$ cat config.mk
export PLATFORM = sky130hd
export DESIGN_NAME = flash_cache_bridge_flat
export DESIGN_NICKNAME = d
export VERILOG_FILES = /design/src/rtl/flash_cache_bridge_if.sv /design/src/rtl/flash_cache_bridge.sv /design/src/flat_wrapper.sv
export SDC_FILE = /design/constraint.sdc
export NUM_CORES = 1
export LEC_CHECK = 0
export CAP_MARGIN = 20
export CORE_UTILIZATION = 60
export CTS_CLUSTER_DIAMETER = 30
export DETAILED_ROUTE_END_ITERATION = 10
export PLACE_DENSITY = 0.82
export SYNTH_ARGS = -nofsm -noshare
export SYNTH_HDL_FRONTEND = slang
export SYNTH_SLANG_ARGS = --single-unit
$ cat constraint.sdc
create_clock -name clk -period 10.35 [get_ports clk]
set_input_delay 1.5525 -clock clk [delete_from_list [all_inputs] [get_ports clk]]
set_output_delay 1.5525 -clock clk [all_outputs]
set_load 0.02 [all_outputs]
$ cat src/rtl/flash_cache_bridge_if.sv
// flash_cache_bridge_if
//  CPU-side native-bus bundle between the PicoRV32 memory decoder and the
//  flash cache bridge.
//  Signals:
//   select  request strobe (mem_valid & address decode)
//   wstrb   0000 read, 1111 word program, 0001 row erase
//   addr    word address
//   data_i  write data
//   ready   one-cycle completion pulse
//   data_o  read data, held until the next completion
//   bus_err pulses with ready on timeout or illegal wstrb
//  Modports: master = CPU/decoder side, slave = bridge side.
interface flash_cache_bridge_if #(
  parameter int ADDR_W = 15
);
  logic              select;
  logic [3:0]        wstrb;
  logic [ADDR_W-1:0] addr;
  logic [31:0]       data_i;
  logic              ready;
  logic [31:0]       data_o;
  logic              bus_err;

  modport master (
    output select, wstrb, addr, data_i,
    input  ready, data_o, bus_err
  );

  modport slave (
    input  select, wstrb, addr, data_i,
    output ready, data_o, bus_err
  );
endinterface

$ cat src/rtl/flash_cache_bridge.sv
// flash_cache_bridge
//  PicoRV32 native-bus slave in front of the Gowin user-flash controller.
//  Adds a direct-mapped, one-word-per-line read cache, a row/column address
//  split, a controller timeout with error reporting, and hit/miss counters.
//  Ports:
//   clk, reset         system clock, asynchronous active-high reset
//   bus (slave)        CPU request/response bundle (see flash_cache_bridge_if)
//   hit_cnt, miss_cnt  saturating cache hit / flash-read counters
//   fc_start           one-cycle start pulse to the controller
//   fc_done            controller completion pulse
//   fc_wr_en           registered program request
//   fc_erase_en        registered erase request
//   fc_xaddr, fc_yaddr registered row / column address
//   fc_wdata           registered write data
//   fc_rdata           controller read data, sampled while fc_done=1
module flash_cache_bridge #(
  parameter int COL_W    = 6,
  parameter int ROW_W    = 9,
  parameter int LINES    = 16,
  parameter bit CACHE_EN = 1'b1,
  parameter int TIMEOUT  = 1023
) (
  input  logic                 clk,
  input  logic                 reset,
  flash_cache_bridge_if.slave  bus,
  output logic [31:0]          hit_cnt,
  output logic [31:0]          miss_cnt,
  output logic                 fc_start,
  input  logic                 fc_done,
  output logic                 fc_wr_en,
  output logic                 fc_erase_en,
  output logic [ROW_W-1:0]     fc_xaddr,
  output logic [COL_W-1:0]     fc_yaddr,
  output logic [31:0]          fc_wdata,
  input  logic [31:0]          fc_rdata
);

  localparam int ADDR_W = ROW_W + COL_W;
  localparam int IDX_W  = $clog2(LINES);
  localparam int TAG_W  = ADDR_W - IDX_W;
  localparam int CNT_W  = $clog2(TIMEOUT + 1);

  localparam logic [CNT_W-1:0] TO_LAST = CNT_W'(TIMEOUT - 1);

  localparam logic [1:0] S_IDLE   = 2'd0;
  localparam logic [1:0] S_ACCESS = 2'd1;
  localparam logic [1:0] S_DONE   = 2'd2;

  localparam logic [1:0] OP_READ  = 2'd0;
  localparam logic [1:0] OP_PROG  = 2'd1;
  localparam logic [1:0] OP_ERASE = 2'd2;

  logic [1:0]        state;
  logic [1:0]        op_q;
  logic [ADDR_W-1:0] addr_q;
  logic [CNT_W-1:0]  to_cnt;
  logic [LINES-1:0]  valid;

  logic [TAG_W-1:0]  tag_mem  [LINES];
  logic [31:0]       data_mem [LINES];

  logic [IDX_W-1:0]  req_idx;
  logic [TAG_W-1:0]  req_tag;
  logic [IDX_W-1:0]  acc_idx;
  logic [TAG_W-1:0]  acc_tag;
  logic              is_read, is_prog, is_erase, is_illegal;
  logic              req_hit;
  logic              fill_en;

  assign req_idx = bus.addr[IDX_W-1:0];
  assign req_tag = bus.addr[ADDR_W-1:IDX_W];
  assign acc_idx = addr_q[IDX_W-1:0];
  assign acc_tag = addr_q[ADDR_W-1:IDX_W];

  // NOTE: every signal assigned in always_comb gets a default first, so no
  // path can leave it unassigned and infer a latch.
  always_comb begin
    is_read    = 1'b0;
    is_prog    = 1'b0;
    is_erase   = 1'b0;
    is_illegal = 1'b0;
    case (bus.wstrb)
      4'b0000: is_read    = 1'b1;
      4'b1111: is_prog    = 1'b1;
      4'b0001: is_erase   = 1'b1;
      default: is_illegal = 1'b1;
    endcase
  end

  assign req_hit = CACHE_EN && valid[req_idx] && (tag_mem[req_idx] == req_tag);

  // A line is refilled only by a read that the controller actually answered.
  assign fill_en = CACHE_EN && (state == S_ACCESS) && fc_done && (op_q == OP_READ);

  function automatic logic [31:0] sat_inc(input logic [31:0] v);
    return (v == 32'hFFFF_FFFF) ? v : v + 32'd1;
  endfunction

  // NOTE: tag/data storage has no reset; the valid bits alone say whether a
  // line holds anything, which keeps the arrays mappable to plain RAM.
  always_ff @(posedge clk) begin
    if (fill_en) begin
      tag_mem[acc_idx]  <= acc_tag;
      data_mem[acc_idx] <= fc_rdata;
    end
  end

  // NOTE: sequential state uses non-blocking assignments only, so every
  // register sees pre-edge values regardless of statement order.
  always_ff @(posedge clk or posedge reset) begin
    if (reset) begin
      state       <= S_IDLE;
      op_q        <= OP_READ;
      addr_q      <= '0;
      to_cnt      <= '0;
      valid       <= '0;
      hit_cnt     <= '0;
      miss_cnt    <= '0;
      fc_start    <= 1'b0;
      fc_wr_en    <= 1'b0;
      fc_erase_en <= 1'b0;
      fc_xaddr    <= '0;
      fc_yaddr    <= '0;
      fc_wdata    <= '0;
      bus.ready   <= 1'b0;
      bus.bus_err <= 1'b0;
      bus.data_o  <= '0;
    end else begin
      // Pulses: high for the single cycle after the edge that sets them.
      fc_start    <= 1'b0;
      bus.ready   <= 1'b0;
      bus.bus_err <= 1'b0;

      case (state)
        S_IDLE: begin
          if (bus.select) begin
            if (is_illegal) begin
              bus.bus_err <= 1'b1;
              bus.ready   <= 1'b1;
              state       <= S_DONE;
            end else if (is_read && req_hit) begin
              bus.data_o <= data_mem[req_idx];
              hit_cnt    <= sat_inc(hit_cnt);
              bus.ready  <= 1'b1;
              state      <= S_DONE;
            end else begin
              fc_xaddr    <= bus.addr[ADDR_W-1:COL_W];
              fc_yaddr    <= bus.addr[COL_W-1:0];
              fc_wdata    <= bus.data_i;
              fc_wr_en    <= is_prog;
              fc_erase_en <= is_erase;
              fc_start    <= 1'b1;
              addr_q      <= bus.addr;
              op_q        <= is_prog ? OP_PROG : (is_erase ? OP_ERASE : OP_READ);
              to_cnt      <= '0;
              if (is_read) miss_cnt <= sat_inc(miss_cnt);
              state       <= S_ACCESS;
            end
          end
        end

        S_ACCESS: begin
          to_cnt <= to_cnt + CNT_W'(1);
          // fc_done is tested first so a completion in the timeout cycle wins.
          if (fc_done) begin
            case (op_q)
              OP_READ: begin
                bus.data_o <= fc_rdata;
                if (CACHE_EN) valid[acc_idx] <= 1'b1;
              end
              OP_PROG:  valid[acc_idx] <= 1'b0;
              OP_ERASE: valid <= '0;
              default:  ;
            endcase
            bus.ready <= 1'b1;
            state     <= S_DONE;
          end else if (to_cnt == TO_LAST) begin
            bus.data_o  <= 32'hFFFF_FFFF;
            bus.bus_err <= 1'b1;
            bus.ready   <= 1'b1;
            state       <= S_DONE;
          end
        end

        // One dead cycle so a select still high from this request cannot
        // start a second one.
        S_DONE:  state <= S_IDLE;
        default: state <= S_IDLE;
      endcase
    end
  end

endmodule

$ cat src/flat_wrapper.sv
// flat-port wrapper written by rule: the top's interface ports become plain ports
module flash_cache_bridge_flat 
#(
  parameter int COL_W    = 6,
  parameter int ROW_W    = 9,
  parameter int LINES    = 16,
  parameter bit CACHE_EN = 1'b1,
  parameter int TIMEOUT  = 1023
)
  (clk, reset, hit_cnt, miss_cnt, fc_start, fc_done, fc_wr_en, fc_erase_en, fc_xaddr, fc_yaddr, fc_wdata, fc_rdata, bus_select, bus_wstrb, bus_addr, bus_data_i, bus_ready, bus_data_o, bus_bus_err);
  flash_cache_bridge_if #(.ADDR_W((ROW_W + COL_W))) bus_i ();
  input  logic clk;
  input  logic reset;
  output logic [31:0] hit_cnt;
  output logic [31:0] miss_cnt;
  output logic fc_start;
  input  logic fc_done;
  output logic fc_wr_en;
  output logic fc_erase_en;
  output logic [ROW_W-1:0] fc_xaddr;
  output logic [COL_W-1:0] fc_yaddr;
  output logic [31:0] fc_wdata;
  input  logic [31:0] fc_rdata;
  input wire logic [$bits(bus_i.select)-1:0] bus_select;
  input wire logic [$bits(bus_i.wstrb)-1:0] bus_wstrb;
  input wire logic [$bits(bus_i.addr)-1:0] bus_addr;
  input wire logic [$bits(bus_i.data_i)-1:0] bus_data_i;
  output wire logic [$bits(bus_i.ready)-1:0] bus_ready;
  output wire logic [$bits(bus_i.data_o)-1:0] bus_data_o;
  output wire logic [$bits(bus_i.bus_err)-1:0] bus_bus_err;
  assign bus_i.select = bus_select;
  assign bus_i.wstrb = bus_wstrb;
  assign bus_i.addr = bus_addr;
  assign bus_i.data_i = bus_data_i;
  assign bus_ready = bus_i.ready;
  assign bus_data_o = bus_i.data_o;
  assign bus_bus_err = bus_i.bus_err;
  flash_cache_bridge #(.COL_W(COL_W), .ROW_W(ROW_W), .LINES(LINES), .CACHE_EN(CACHE_EN), .TIMEOUT(TIMEOUT)) u_core (.clk(clk), .reset(reset), .bus(bus_i), .hit_cnt(hit_cnt), .miss_cnt(miss_cnt), .fc_start(fc_start), .fc_done(fc_done), .fc_wr_en(fc_wr_en), .fc_erase_en(fc_erase_en), .fc_xaddr(fc_xaddr), .fc_yaddr(fc_yaddr), .fc_wdata(fc_wdata), .fc_rdata(fc_rdata));
endmodule
# Word level (Yosys, flattened, before mapping)
# Memory sizes are Yosys's and may differ from the RTL's.
# Index checks and enable logic that the tools add are counted.
# Widths: inputs -> output; s select.
dict set report word_totals {
  reg_bits 193
  mem_bits_rw 688
  in_bits 87
  wordCells 106
  mem_count 2
}
dict set report classes {
  add_sub_neg 3
  order_cmp 3
  n_eq_ne 15
  n_mux 43
  bitwise 6
  reduce_logical 18
}
# name depth width rd rd_ports_with_merged_regs wr line
set mem_list {}
lappend mem_list {u_core.data_mem 16 32 1 0 1 flash_cache_bridge.sv:60} ;# logic [31:0] data_mem [LINES];
lappend mem_list {u_core.tag_mem 16 11 1 0 1 flash_cache_bridge.sv:59} ;# logic [TAG_W-1:0] tag_mem [LINES];
# cell n
set op_table {}
lappend op_table {{$mux 32} 6}
lappend op_table {{$add 32x1->32 const B} 2}
lappend op_table {{$eq 32x32->1 const B} 2}
lappend op_table {{$pmux 32 s2} 1}
lappend op_table {{$pmux 16 s3} 1}
lappend op_table {{$mux 10} 3}
lappend op_table {{$pmux 10 s2} 1}
lappend op_table {{$mux 1} 19}
lappend op_table {{$and 16x16->16} 1}
lappend op_table {{$not 16->16} 1}
lappend op_table {{$or 16x16->16} 1}
lappend op_table {{$mux 2} 7}
lappend op_table {{$reduce_and 6->1} 2}
lappend op_table {{$eq 11x11->1} 1}
lappend op_table {{$add 10x1->10 const B} 1}
lappend op_table {{$eq 10x10->1 const B} 1}
lappend op_table {{$lt 4x5->1 const B} 2}
lappend op_table {{$reduce_and 4->1} 2}
lappend op_table {{$ne 2x2->1 const B} 3}
lappend op_table {{$ne 3x3->1 const B} 2}
lappend op_table {{$logic_and 1x1->1} 5}
lappend op_table {{$reduce_and 5->1} 1}
lappend op_table {{$bmux 1 s4} 1}
lappend op_table {{$demux 1 s4} 1}
lappend op_table {{other kinds (16)} 21}

# Depth between registers and ports, before layout
# Gate-level depths: netlist (run 1).
dict set report logic_depth {
  depth_word 8
  mapped_depth 14
  depth_no_buf 10
}

# Worst setup path before layout (run 1)
# Ideal clock, no wire load.
dict set report synth_timing {
  path_type {input to register}
  startpoint {in fc_done}
  endpoint {mem u_core.data_mem[10][0], enable pin}
  arrival_time_ps 4075
  setup_slack_ps 5832
  path_stages 4
  n_path_buf 2
  cell_sequence {clkbuf_1 > nand3_1 > clkbuf_1 > nor2_1}
}
dict set report synth_between {
  elab_chain_cells 4
}
# item line
set synth_lines {}
lappend synth_lines {{start, declared} flat_wrapper.sv:17} ;# input logic fc_done;
lappend synth_lines {{$logic_and 1x1->1 (2 in series)} flash_cache_bridge.sv:93} ;# assign fill_en = CACHE_EN && (state == S_ACCESS) && fc_done && (op_q == OP_READ);
lappend synth_lines {{$mux 1} flash_cache_bridge.sv:102} ;# if (fill_en) begin
lappend synth_lines {{$mux 1 (not written as such)} flash_cache_bridge.sv:104} ;# data_mem[acc_idx] <= fc_rdata;
lappend synth_lines {{end, declared} flash_cache_bridge.sv:60}
# Every way passes these cells.

# Final worst setup path (run 1)
dict set report layout_timing {
  startpoint {in bus_addr[1]}
  endpoint {reg u_core.hit_cnt[13]}
}
dict set report layout_between {
  elab_chain_cells 5
  word_cells_on_any_way 7
  cone_classes {eq/ne: 1; mux: 2; reduce/logical: 3; memory: 1}
}
# item line
set layout_lines {}
lappend layout_lines {{start, declared} flat_wrapper.sv:26} ;# input wire logic [$bits(bus_i.addr)-1:0] bus_addr;
lappend layout_lines {{$mem_v2 16x11 or $bmux 1 s4 (tied branches)} n/a}
lappend layout_lines {{$eq 11x11->1 or $mux 1 (tied branches)} flash_cache_bridge.sv:90} ;# assign req_hit = CACHE_EN && valid[req_idx] && (tag_mem[req_idx] == req_tag);
lappend layout_lines {{$logic_and 1x1->1 *} flash_cache_bridge.sv:90}
lappend layout_lines {{$logic_and 1x1->1 *} flash_cache_bridge.sv:141} ;# end else if (is_read && req_hit) begin
lappend layout_lines {{$reduce_and 5->1 (no line) *} n/a}
lappend layout_lines {{end signal, assigned} flash_cache_bridge.sv:143} ;# hit_cnt <= sat_inc(hit_cnt);
lappend layout_lines {{end, declared} flash_cache_bridge.sv:26} ;# output logic [31:0] hit_cnt,
# Mark *: on every way between the ends. The rest lies on a longest branch, timed or not. The select of a mux whose other input is x is not followed.
# A chain may end at the register's enable or synchronous reset.

==> results of run 1 <==
==> kinds of logic after synthesis <==
family	count (synthesis)	synth area share [%]
xor+xnor	86	2.19
buf+inv	142	1.78
flops	865	72.9
compound gates	94	1.83
mux	317	17.2
fa+ha+maj	7	0.254
simple gates	270	3.88
==> stage by stage <==
stage                     cells  hold slack (ns)  util (%)  total power (uW)  instance area (sq um)
after CTS                  2954            0.483      74.9              9970                  42300
after global placement     2704            0.462      66.6              5280                  37600
final                      2960            0.480      75.0              9950                  42400
after detailed placement   2704            0.473      66.6              5320                  37600
after floorplan            1781            0.476         -              4810                  34400
after global routing       2960            0.498      75.0             10200                  42400
==> final cells by class <==
type | instances | area share [%]
tap | 756 | 2.23
antenna | 3 | 0.0177
multi-input combinational | 774 | 20.9
clock inverter | 86 | 2.52
sequential | 865 | 59.2
clock buffer | 164 | 8.48
inverter | 47 | 0.440
timing repair buffer | 265 | 6.21
==> cells in the mapped netlist (4+ instances only) <==
master | n | share of area, %
nor3_1 | 20 | 0.29
mux2i_1 | 26 | 0.76
a41oi_1 | 6 | 0.15
buf_6 | 6 | 0.20
mux4_2 | 201 | 13
buf_1 | 22 | 0.24
and4_1 | 4 | 0.10
nand4_1 | 24 | 0.44
o21ai_0 | 6 | 0.087
a31oi_1 | 43 | 0.78
nor2b_1 | 7 | 0.13
and3_1 | 20 | 0.36
nor2_1 | 75 | 0.82
a21oi_1 | 16 | 0.23
ha_1 | 7 | 0.25
edfxtp_1 | 688 | 60
dfrtp_1 | 177 | 13
buf_2 | 23 | 0.33
mux2_2 | 30 | 0.98
inv_1 | 46 | 0.50
nor4_1 | 5 | 0.091
mux2_1 | 30 | 0.98
clkbuf_1 | 43 | 0.47
nand3_1 | 39 | 0.57
mux2_4 | 30 | 1.3
nand2_1 | 53 | 0.58
xor2_1 | 35 | 0.89
o22ai_1 | 5 | 0.091
xnor2_1 | 51 | 1.3
==> worst paths after layout <==
path / slack [ns] / to / startpoint / cells past startpoint
hold / removal: 0.48 / u_core.fc_wdata[5] / u_core.fc_wdata[5] / 1
max in group asynchronous: 7.78 / u_core.hit_cnt[9] / reset / 4
setup / recovery: 4.23 / u_core.hit_cnt[13] / bus_addr[1] / 11
hold reg to reg: 0.48 / u_core.fc_wdata[5] / u_core.fc_wdata[5] / 1
setup reg to reg: 6.25 / u_core.hit_cnt[13] / u_core.tag_mem[3][9] / 9
min in group asynchronous: 1.43 / u_core.fc_wdata[18] / reset / 2
==> power by group <==
group,internal [uW],switching [uW]
sequential,4010,218
clock,2900,1740
combinational,530,558
total,7440,2510
==> registers in the layout, summed over array words and instances, names as in the netlist <==
| register | count |
|---|---|
| u_core.data_mem | 512 |
| u_core.fc_wdata | 32 |
| u_core.to_cnt | 10 |
| u_core.fc_start | 1 |
| u_core.miss_cnt | 32 |
| u_core.state | 2 |
| u_core.bus.bus_err | 1 |
| u_core.op_q | 2 |
| u_core.bus.data_o | 32 |
| u_core.valid | 16 |
| u_core.hit_cnt | 32 |
| u_core.tag_mem | 176 |
| u_core.addr_q | 15 |
| u_core.bus.ready | 1 |
| u_core.fc_erase_en | 1 |
==> metal layers <==
metal | up-vias | global-route usage [%] | part of all wire (%)
met1 | 10031 | 38.2 | 36
met5 | - | 0 | 0.022
li1 | 7759 | - | -
met3 | 288 | 7.58 | 9.0
met4 | 4 | 16.0 | 4.6
met2 | 1408 | 51.0 | 51
==> worst max-delay path, stage by stage <==
cell       delay (ns)
buf_6            0.56
buf_4            0.95
mux4_2           0.64
mux2i_1          0.22
xnor2_1          0.10
nor2_1           0.18
nand4_1          0.20
a2111oi_4        0.73
and2_1           0.97
nand3_1          0.24
xnor2_1          0.20
==> impl_metrics.toml, run 1 <==
[run_status]
status = "finished clean"

[pwr]
ir_drop_mv = 0.168
p_leak_uw = 0.0150
powerDensity_nw_per_um2 = 235

[timing]
fin_ws_ns = 4.23
setup_viol = 0
worst_slew_pin_slew_ns = 1.11
timing.final.crit_share_pct = 59.1
skew_ns = 0.0364
final.min_clock_period_ns = 6.12
rsz0062_at_grt = "false"
fmax_mhz = 164
slew_headroom_pct = 26.2
tns_ns = 0
finalHoldViolations = 0
final_max_slew_viol_count = 0

[clock_tree]
post_cts.repair.setup_buffers = 0
cts-resized-gates = 0
clk_pin_slew_worst_paths_ns = 0.05
clkLatencyLatePin_ns = 0.73
cts_tree = "done"
cts_max_level = 4
root_buffer = "clkbuf_16"
clock_sinks = 865
cts_made_buffers = 137
hold_buffers = 0
cts_buffer_depth = 3

[route]
ant_nets = 0
drt-total-wl_um = 89000
first_pass_iters = 6
drt_iter0_markers = 2269
routed_via_density = 6.58
drcViolationCount = 0
wl_per_cell_um = 30.1
vias = 19490

[grt]
grt_max_degree = 105
grt_use_total_pct = 30.9
grt_first_pass_wirelength_um = 131000
overflow = 0
grt_pass1_vias = 20483
antenna_found_initial = 5

[floorplan]
core_area_sq_um = 56500
die_area_sq_um = 58300
fp.dieW_um = 242
rows = 87
fp.dieH_um = 242
ios = 235
initial_core_util_pct = 60.9

[cells_and_area]
final_common_cell = "edfxtp_1"
multi_input_area_sq_um = 8860
layout_common_cells = "688 x edfxtp_1, 229 x clkdlybuf4s50_1, 201 x mux4_2"
drive_above_1_share_pct = 24.9
area_delta_synth_final_pct = 23.1
finalNetCount = 2184
regArea_sq_um = 25100
nFillCells = 2871

[worst_setup_path]
cp.arrival_ns = 6.69
start_kind = "input pin"
worstPathMaxFanout = 72
path_class = "input pin to register"
worstPathRequired_ns = 10.92
end_kind = "register"

[place]
dp_slack_ns = 3.86
dp_hpwl_um = 41000
port_buffers = 234
gp_congestion = 0.816

[synthesis]
ys.flop_type = "edfxtp_1"
synth_edf_count = 688
synth_area_sq_um = 34400
avgSynthCellArea_sq_um = 19.3
synthArstFlopShare_pct = 20.5
synth_cell_type_count = 56
synth_warnings = 0
syn_nets = 1875
ys_seq_area_share_pct = 72.9
synth.ff_latch_count = 865
syn-instance-count = 1781

[hold_path]
hold_path.class = "register to register"

[flow_run]
maxCapViolCount = 0
(Power assumes the default switching activity.)
==> run 2: changes to the inputs <==
CORE_UTILIZATION = 53   (was 60)
PLACE_DENSITY = 0.77   (was 0.82)
clock period = 5 ns   (was 10.35 ns; I/O delays follow)
==> run 2 against run 1 <==
Against the previous run: sequential power grew 110%; non-clock buffer count grew 6; sequential share of layout area shrank 0.74 points; via count shrank 4.2%; critical path type unchanged; critical endpoint is now u_core.fc_wdata[2].
==> impl_metrics.toml, run 2 (synthesized netlist as in run 1, its figures left out) <==
[clock_tree]
cts_tree = "done"
cts_max_level = 4
clkLatencyLatePin_ns = 0.73
post_cts.repair.setup_buffers = 0
clk_pin_slew_worst_paths_ns = 0.05
cts_made_buffers = 145
cts-resized-gates = 0
root_buffer = "clkbuf_16"
hold_buffers = 0
cts_buffer_depth = 3
clock_sinks = 865

[timing]
fmax_mhz = 247
finalHoldViolations = 0
rsz0062_at_grt = "false"
worst_slew_pin_slew_ns = 1.04
setup_viol = 0
timing.final.crit_share_pct = 80.8
final.min_clock_period_ns = 4.04
skew_ns = 0.0328
tns_ns = 0
final_max_slew_viol_count = 0
slew_headroom_pct = 30.7

[route]
ant_nets = 0
drcViolationCount = 0
drt_iter0_markers = 1981
vias = 18672
wl_per_cell_um = 27.1
drt-total-wl_um = 83600
first_pass_iters = 5
routed_via_density = 6.06

[run_status]
status = "finished clean"

[floorplan]
fp.dieH_um = 257
initial_core_util_pct = 53.5
ios = 235
rows = 93
core_area_sq_um = 64300
fp.dieW_um = 257
die_area_sq_um = 66000

[worst_setup_path]
cp.arrival_ns = 4.62
r2r_start = "u_core.tag_mem[11][7]"
rrSetupSlack_ns = 1.22
end_kind = "register"
rr_worst_depth = 10
start_kind = "input pin"
path_class = "input pin to register"
worstPathMaxFanout = 43
worstPathRequired_ns = 5.58
r2r-end = "u_core.fc_wdata[2]"

[grt]
grt_max_degree = 178
grt_pass1_vias = 19880
grt_first_pass_wirelength_um = 125000
grt_use_total_pct = 25.9
antenna_found_initial = 6
overflow = 0

[place]
gp_congestion = 0.844
dp.cells = 2811
port_buffers = 234
dp_hpwl_um = 41600

[hold_path]
hold_path.class = "input pin to register"
min-delay-start = "fc_done"
min_to = "u_core.state[0]"
hold_path_depth = 2

[pwr]
p_leak_uw = 0.0152
ir_drop_mv = 0.412
powerDensity_nw_per_um2 = 489
power_uw = 21000

[cells_and_area]
final_common_cell = "edfxtp_1"
multi_input_area_sq_um = 8860
drive_above_1_share_pct = 25.8
finalNonFillerCells = 3082
area_delta_synth_final_pct = 24.7
nFillCells = 3951
layout_common_cells = "688 x edfxtp_1, 229 x clkdlybuf4s50_1, 201 x mux4_2"
largest_register = "u_core.data_mem"
finalNetCount = 2198
largest_register_ffs = 512
regArea_sq_um = 25100
reg_top3 = "u_core.data_mem (512), u_core.tag_mem (176)"

[flow_run]
maxCapViolCount = 0
[run 2: how the worst max path moves through the flow]
stage,endpoint,startpoint,depth (start not counted)
after floorplan,u_core.data_mem[10][0],fc_done,4
after global placement,u_core.fc_wdata[12],bus_addr[1],12
after detailed placement,u_core.fc_wdata[6],bus_addr[1],12
after CTS,u_core.fc_wdata[2],bus_addr[1],12
after global routing,u_core.fc_wdata[2],bus_addr[1],12
final,u_core.fc_wdata[2],bus_addr[1],12
[run 2: layout make-up]
type / instances / area share [%]
Tap cell: 855 / 2.49
Clock buffer: 170 / 8.98
Clock inverter: 96 / 2.71
Inverter: 47 / 0.426
Timing Repair Buffer: 271 / 6.26
Antenna cell: 4 / 0.0233
Sequential cell: 865 / 58.5
Multi-Input combinational cell: 774 / 20.6
[run 2: metrics by stage]
step           area [sq um]  setup slack, ns  util, %  hold WS [ns]
2_1_floorplan         34400             1.28        -         0.476
3_3_place_gp          37900            0.478     58.8         0.465
3_5_place_dp          37900            0.375     58.8         0.475
4_1_cts               42900             1.03     66.6         0.393
5_1_grt               42900            0.793     66.7         0.434
6_report              42900            0.958     66.7         0.424
[run 2: metal layers]
layer	global-route usage, %	share of wire, %
met1	33.5	38
met4	9.79	2.2
met2	42.7	52
met3	6.31	8.4
met5	0	0.037
[run 2: critical path, cell delays in order]
cell	delay, ns
buf_6	0.36
buf_4	0.35
mux4_2	0.36
mux2i_1	0.24
xnor2_1	0.10
nor4_1	0.35
nand2_1	0.16
a2111oi_4	0.67
nand2b_2	0.20
nand3_4	0.29
inv_4	0.29
mux2_1	0.43
[run 2: report_power, final]
part	leakage, uW	switching, uW	internal (uW)
combinational	0.00434	1120	1100
clock	0.00242	3560	6510
sequential	0.00847	416	8300
total	0.0152	5100	15900
